### src/rtl/uart_print_sched.sv
// Round-robin scheduler that shares one uart_tx among N_REQ byte-stream producers.
// Optional UART_SCHED_TIMEOUT_EN: release a grant whose owner stays idle for TIMEOUT_CYC cycles.
module uart_print_sched #(
  parameter int N_REQ       = 3,
  parameter int TIMEOUT_CYC = 50000
) (
  input  logic                 clk,
  input  logic                 rst_n,
  input  logic [N_REQ-1:0]     req,
  input  logic [N_REQ-1:0]     req_valid,
  input  logic [N_REQ-1:0]     req_last,
  input  logic [8*N_REQ-1:0]   req_data,
  output logic [N_REQ-1:0]     req_ready,
  output logic [N_REQ-1:0]     grant,
  output logic [N_REQ-1:0]     msg_done,
  input  logic                 tx_busy,
  output logic                 tx_start,
  output logic [7:0]           tx_data,
  output logic [1:0]           state_dbg
);

  localparam int IW = $clog2(N_REQ);

  if (N_REQ < 2 || N_REQ > 8 || TIMEOUT_CYC < 1 || TIMEOUT_CYC > 65535) begin : g_bad_param
    $error("uart_print_sched: N_REQ must be 2..8 and TIMEOUT_CYC 1..65535");
  end

  typedef enum logic [1:0] {
    S_IDLE    = 2'd0,
    S_XFER    = 2'd1,
    S_HOLD    = 2'd2,
    S_RELEASE = 2'd3
  } state_t;

  state_t           state, state_d;
  logic [N_REQ-1:0] grant_d;
  logic [IW-1:0]    gidx, gidx_d;
  logic [IW-1:0]    rr_ptr, rr_ptr_d;
  logic             last_q, last_d;
  logic             tx_start_d;
  logic [7:0]       tx_data_d;
  logic             accept;
  logic [7:0]       sel_data;
  logic             pick_valid;
  logic [IW-1:0]    pick_idx;
  logic [IW:0]      cand_sum;
  logic [IW-1:0]    cand;
`ifdef UART_SCHED_TIMEOUT_EN
  logic [15:0]      to_cnt, to_cnt_d;
`endif

  // Handshake: requester i's byte transfers on a cycle with req_valid[i] & req_ready[i];
  // req_ready never depends on req_valid, only on grant, state and tx_busy.
  assign req_ready = (state == S_XFER && !tx_busy) ? grant : '0;
  assign accept    = |(req_valid & req_ready);
  assign msg_done  = (state == S_RELEASE) ? grant : '0;
  assign sel_data  = req_data[{gidx, 3'b000} +: 8];
  assign state_dbg = state;

  // First requester at or after rr_ptr, wrapping modulo N_REQ.
  always_comb begin
    pick_valid = 1'b0;
    pick_idx   = '0;
    cand_sum   = '0;
    cand       = '0;
    for (int k = 0; k < N_REQ; k++) begin
      cand_sum = {1'b0, rr_ptr} + (IW+1)'(k);
      if (cand_sum >= (IW+1)'(N_REQ)) cand_sum = cand_sum - (IW+1)'(N_REQ);
      cand = cand_sum[IW-1:0];
      if (!pick_valid && req[cand]) begin
        pick_valid = 1'b1;
        pick_idx   = cand;
      end
    end
  end

  always_comb begin
    state_d    = state;
    grant_d    = grant;
    gidx_d     = gidx;
    rr_ptr_d   = rr_ptr;
    last_d     = last_q;
    tx_start_d = 1'b0;
    tx_data_d  = tx_data;
`ifdef UART_SCHED_TIMEOUT_EN
    to_cnt_d   = to_cnt;
`endif
    case (state)
      S_IDLE: begin
        if (pick_valid) begin
          grant_d           = '0;
          grant_d[pick_idx] = 1'b1;
          gidx_d            = pick_idx;
          last_d            = 1'b0;
          state_d           = S_XFER;
`ifdef UART_SCHED_TIMEOUT_EN
          to_cnt_d          = '0;
`endif
        end
      end
      S_XFER: begin
        if (accept) begin
          tx_data_d  = sel_data;
          tx_start_d = 1'b1;
          last_d     = req_last[gidx];
          state_d    = S_HOLD;
`ifdef UART_SCHED_TIMEOUT_EN
          to_cnt_d   = '0;
`endif
        end else if (!req[gidx]) begin
          state_d = S_RELEASE;
        end
`ifdef UART_SCHED_TIMEOUT_EN
        else if (!tx_busy && !req_valid[gidx]) begin
          if (to_cnt == 16'(TIMEOUT_CYC - 1)) state_d = S_RELEASE;
          else to_cnt_d = to_cnt + 16'd1;
        end
`endif
      end
      // One dead cycle lets uart_tx raise tx_busy before the next byte can be accepted.
      S_HOLD: begin
        state_d = last_q ? S_RELEASE : S_XFER;
      end
      S_RELEASE: begin
        grant_d  = '0;
        rr_ptr_d = (gidx == IW'(N_REQ - 1)) ? '0 : gidx + 1'b1;
        state_d  = S_IDLE;
      end
      default: state_d = S_IDLE;
    endcase
  end

  always_ff @(posedge clk or negedge rst_n) begin
    if (!rst_n) begin
      state    <= S_IDLE;
      grant    <= '0;
      gidx     <= '0;
      rr_ptr   <= '0;
      last_q   <= 1'b0;
      tx_start <= 1'b0;
      tx_data  <= '0;
`ifdef UART_SCHED_TIMEOUT_EN
      to_cnt   <= '0;
`endif
    end else begin
      state    <= state_d;
      grant    <= grant_d;
      gidx     <= gidx_d;
      rr_ptr   <= rr_ptr_d;
      last_q   <= last_d;
      tx_start <= tx_start_d;
      tx_data  <= tx_data_d;
`ifdef UART_SCHED_TIMEOUT_EN
      to_cnt   <= to_cnt_d;
`endif
    end
  end

endmodule

### config.mk
export PLATFORM = sky130hd
export DESIGN_NAME = uart_print_sched
export DESIGN_NICKNAME = d
export VERILOG_FILES = /design/src/rtl/uart_print_sched.sv
export SDC_FILE = /design/constraint.sdc
export NUM_CORES = 1
export LEC_CHECK = 0
export ABC_CLOCK_PERIOD_IN_PS = 2200
export CAP_MARGIN = 20
export CORE_ASPECT_RATIO = 1.1
export CORE_UTILIZATION = 25
export DETAILED_ROUTE_END_ITERATION = 10
export DONT_BUFFER_PORTS = 1
export GPL_TIMING_DRIVEN = 0
export PLACE_DENSITY = 0.4
export SLEW_MARGIN = 0
export SYNTH_ARGS = -nofsm -noshare
export SYNTH_HDL_FRONTEND = slang
export SYNTH_SLANG_ARGS = --single-unit
### constraint.sdc
create_clock -name clk -period 2.2 [get_ports clk]
set_input_delay 0.11 -clock clk [delete_from_list [all_inputs] [get_ports clk]]
set_output_delay 0.11 -clock clk [all_outputs]
set_load 0.02 [all_outputs]
After elaboration in Yosys (flattened, before gate mapping) --
Index checks and enable logic that the tools add are counted.
Cells by class: add/sub/neg operators 6, order comparisons 9, equal/unequal tests 7, shifts and indexed selects 1, multiplexer cells 36, bitwise operators 1, reduce and logical (&&, ||, !) cells 16
Operators by type and width (count):
- 24-bit by 6-bit variable part select with 8-bit output | 1
- 2-bit 2-to-1 mux | 11
- 2-bit by 3-bit < comparator with 1-bit output (second input constant) | 5
- 1-bit 2-to-1 mux | 13
- 1-bit binary-select mux with 2-bit select | 5
- 3-bit 2-to-1 mux | 3
- 2-bit one-hot mux with 4 select lines | 1
- 2-bit AND reduction | 4
- 2-bit equality test (second input constant) | 3
- 3-bit by 2-bit greater-or-equal comparator with 1-bit output (second input constant) | 2
- 3-bit one-hot mux with 2 select lines | 1
- 2-bit subtractor (second input constant) | 3
- 1-bit logical AND | 4
- 2-bit != test (second input constant) | 2
- 2-bit nonzero test | 2
- 2-bit by 1-bit adder with 3-bit output (second input constant) | 1
- 2-bit by 2-bit adder with 3-bit output (second input constant) | 1
- 3-bit bitwise AND | 1
- 1-bit zero test | 3
- 3-bit != test (second input constant) | 1
- 3-bit AND reduction | 1
- 3-bit OR reduction | 1
- 2-bit by 1-bit adder with 2-bit output (second input constant) | 1
- 1-bit demux with 2-bit select | 1
- other kinds (5) | 5
Word-level totals: bits in registers 19, output and inout bits 20

Logic depth before layout (Yosys ltp) --
depth after elaboration 17, depth in mapped cells 8, depth with buffers taken out 7

Worst setup path after synthesis --
OpenSTA, ideal clock, no wires.
path kind flip-flop to flip-flop, from reg rr_ptr[0], to reg grant[0], setup time 122 ps, data arrival time 1833 ps, setup slack 246 ps, cell stages (with the launch flop) 9, period minus slack after synthesis 1954 ps, path through dfrtp_1 inv_1 ha_1 buf_6 or2_1 a21o_1 a211oi_4 nor3_1 a32o_1
Between the ends: word-level cells in the longest chain between the ends 17, elaborated cells on any way between the ends 36
RTL lines:
- start, declared | line 38 | logic [IW-1:0] rr_ptr, rr_ptr_d;
- start signal, assigned | line 149 | rr_ptr <= rr_ptr_d;
- parallel branches: the longest is 17 deep, another holds 2-bit by 1-bit adder with 3-bit output
- end signal, assigned | line 147 | grant <= grant_d;
- end, declared | line 14 | output logic [N_REQ-1:0] grant,
Several ways; the timed one is not identified. The select of a mux whose other input is x is not followed. A chain may end at the register's enable or synchronous reset.

Final worst setup path --
Ends and elaborated chain as after synthesis.

==> flow_summary.toml <==
[synth]
ys_seq_area_share_pct = 37.7
yosysMostFrequentCell = "nor2_1"
synthCells = 148
synth_area_mm2 = 0.00126
synth_commonest_cells = "21 x nor2_1, 19 x dfrtp_1, 18 x a21oi_1"
synth_nets = 188
synth_area_leader_cell = "dfrtp_1"
synthTopCellsByArea = "dfrtp_1 38%, mux2i_1 10%, a21oi_1 7.1%"
ys_warn_count = 0
ys_seq_elements = 19
synth_cell_types = 34
synth-main-ff-cell = "dfrtp_1"
synthArstFlopShare_pct = 100
synth_top_cell_area_share_pct = 37.7
synth_edf_count = 0
avgSynthCellArea_um2 = 8.53

[status]
status = "finished clean"

[placement]
dpl.hpwl_um = 2490
portBuffers = 0
dp_slack_ps = 80.4
gp_congestion = 0.742

[timing]
finalSetupViolCount = 0
hold_viol = 0
slew_viol_final = 0
final.period_utilization_pct = 93.8
timing.slew.headroom_pct = 41.8
tightest_slew_ps = 869
rsz0062_at_grt = "false"
fin_skew_ps = 1.85
period_needed_ps = 2060
fin_tns_setup_ps = 0
max_freq_mhz = 485
hold_slack_ps = 67.9
setup_ws_ps = 137

[die]
pin_count = 56
num_rows = 26
die_w_um = 69.8
die_area_mm2 = 0.00534
core_area_mm2 = 0.00475
fp.dieH_um = 76.5
initial_core_util_pct = 26.6

[critical_path]
start_kind = "register"
cp_max_fo = 10
required_ps = 2340
timing_worst_setup_path_type = "reg -> reg"
worstSetupEndpointType = "register"
arrival_ps = 2200
ff2ff_setup_slack_ps = 140

[route]
drc = 0
vias = 1093
drt_pass1_iterations = 4
drt-total-wl_um = 3260
antenna_left = 0
wl_per_cell_um = 15.5
initialDrtViolationCount = 21
routed_via_density = 5.20

[cts]
clkSinkCount = 19
numCtsBuffers = 3
clk_pin_slew_ps = 70
ctsRootBufferMaster = "clkbuf_8"
cts-htree-levels = 1
cts_tree = "done"
clock_latency_ps = 250
clock_path_buffers = 2

[final_layout]
antenna_cells = 0
multi_input_comb_area_um2 = 744
fin_nets = 195
drive_gt1_share_pct = 6.49
fill_cells = 506
regArea_um2 = 475
area.growth.synth_to_final_pct = 11.1

[global_route]
grt_pass1_wl_um = 5340
gr-usage-all-layers_pct = 12.4
grt_remaining_overflow = 0
grt_pass1_vias = 1116
grt_max_degree = 20
antenna_found_initial = 0

[power_and_ir_drop]
ir_drop_uv = 601
p_per_area_mw_per_mm2 = 1450
p_leak_uw = 0.000579

[run]
maxCapViolCount = 0

[min_path]
hold_class = "in -> reg"
## final cells by class
class | count | share of cell area [%]
flip-flops and latches | 19 | 33.9
multi-input cells | 118 | 53.1
well taps | 56 | 5.00
inverters | 3 | 0.803
repair buffers | 2 | 1.25
clock buffers | 4 | 3.21
plain buffers | 8 | 2.77
## worst max-delay path: stages (launching register included)
cell      delay [ps]
dfrtp_1          400
inv_1             80
ha_1             300
buf_6            140
or2_1            240
a21o_1           180
a211oi_4         320
nor3_1            80
a32o_1           210
## per-layer routing
metal / vias up / wire, um / track usage [%]
li1: 528 / - / -
met1: 508 / 1460 / 15.9
met2: 55 / 1510 / 19.9
met3: 2 / 266 / 3.17
met4: 0 / 23 / 4.40
met5: - / 0 / 0
## cells in the final DEF (no fill, tap or decap), types with 2 or more instances in the layout
| cell | count |
|---|---|
| nor2_1 | 21 |
| dfrtp_1 | 19 |
| a21oi_1 | 18 |
| mux2i_1 | 13 |
| nand2_1 | 13 |
| o21ai_0 | 10 |
| nor2b_1 | 8 |
| clkbuf_1 | 7 |
| ha_1 | 4 |
| inv_1 | 3 |
| and3_1 | 3 |
| and2_1 | 3 |
| nand3_1 | 3 |
| clkbuf_8 | 3 |
| nor3b_1 | 2 |
| o22ai_1 | 2 |
| o21a_1 | 2 |
## path summary, 6_finish.rpt
| check | from | to | cells after the start |
|---|---|---|---|
| worst max-delay path | rr_ptr[0] | grant[0] | 8 |
| worst min-delay path | req_data[8] | tx_data[0] | 2 |
| worst max register to register | rr_ptr[0] | grant[0] | 8 |
| worst min register to register | last_q | state_dbg[1] | 2 |
| max in group asynchronous | rst_n | state_dbg[1] | 1 |
| min in group asynchronous | rst_n | rr_ptr[0] | 1 |
## state kept, by name (all words and copies together) (netlist names)
register   cells
tx_data        8
grant          3
gidx           2
rr_ptr         2
state_dbg      2
last_q         1
tx_start       1
## kinds of logic (layout without fill, tap and decap cells)
logic type | Yosys count | count (layout) | synth area share (%)
flip-flops | 19 | 19 | 37.7
buffers and inverters | 11 | 17 | 3.96
adder cells (fa/ha/maj) | 4 | 4 | 3.96
multiplexers | 14 | 14 | 11.2
AO/OA/AOI/OAI | 41 | 41 | 20.3
AND/OR/NAND/NOR | 59 | 59 | 22.9
## power by group
group,internal (uW),switching (uW)
clock network,129,111
logic,440,585
registers,495,270
total,1060,966
## metrics by stage
stage,cell area [um2],total power (uW),instances,util [%]
final,1400,2030,210,29.5
after global routing,1400,2210,210,29.5
after CTS,1390,2020,209,29.2
after detailed placement,1330,1760,204,28.1
after global placement,1330,1740,204,28.1
after floorplan,1260,1540,148,-
## what timing repair did
item	4_1_cts	5_1_grt
hold endpoints to repair	19	0
hold buffers	1	0
gates resized for setup	0	1
setup buffers	0	1
setup endpoints to repair	0	3
Note: power is estimated with default switching activity, not from simulation.
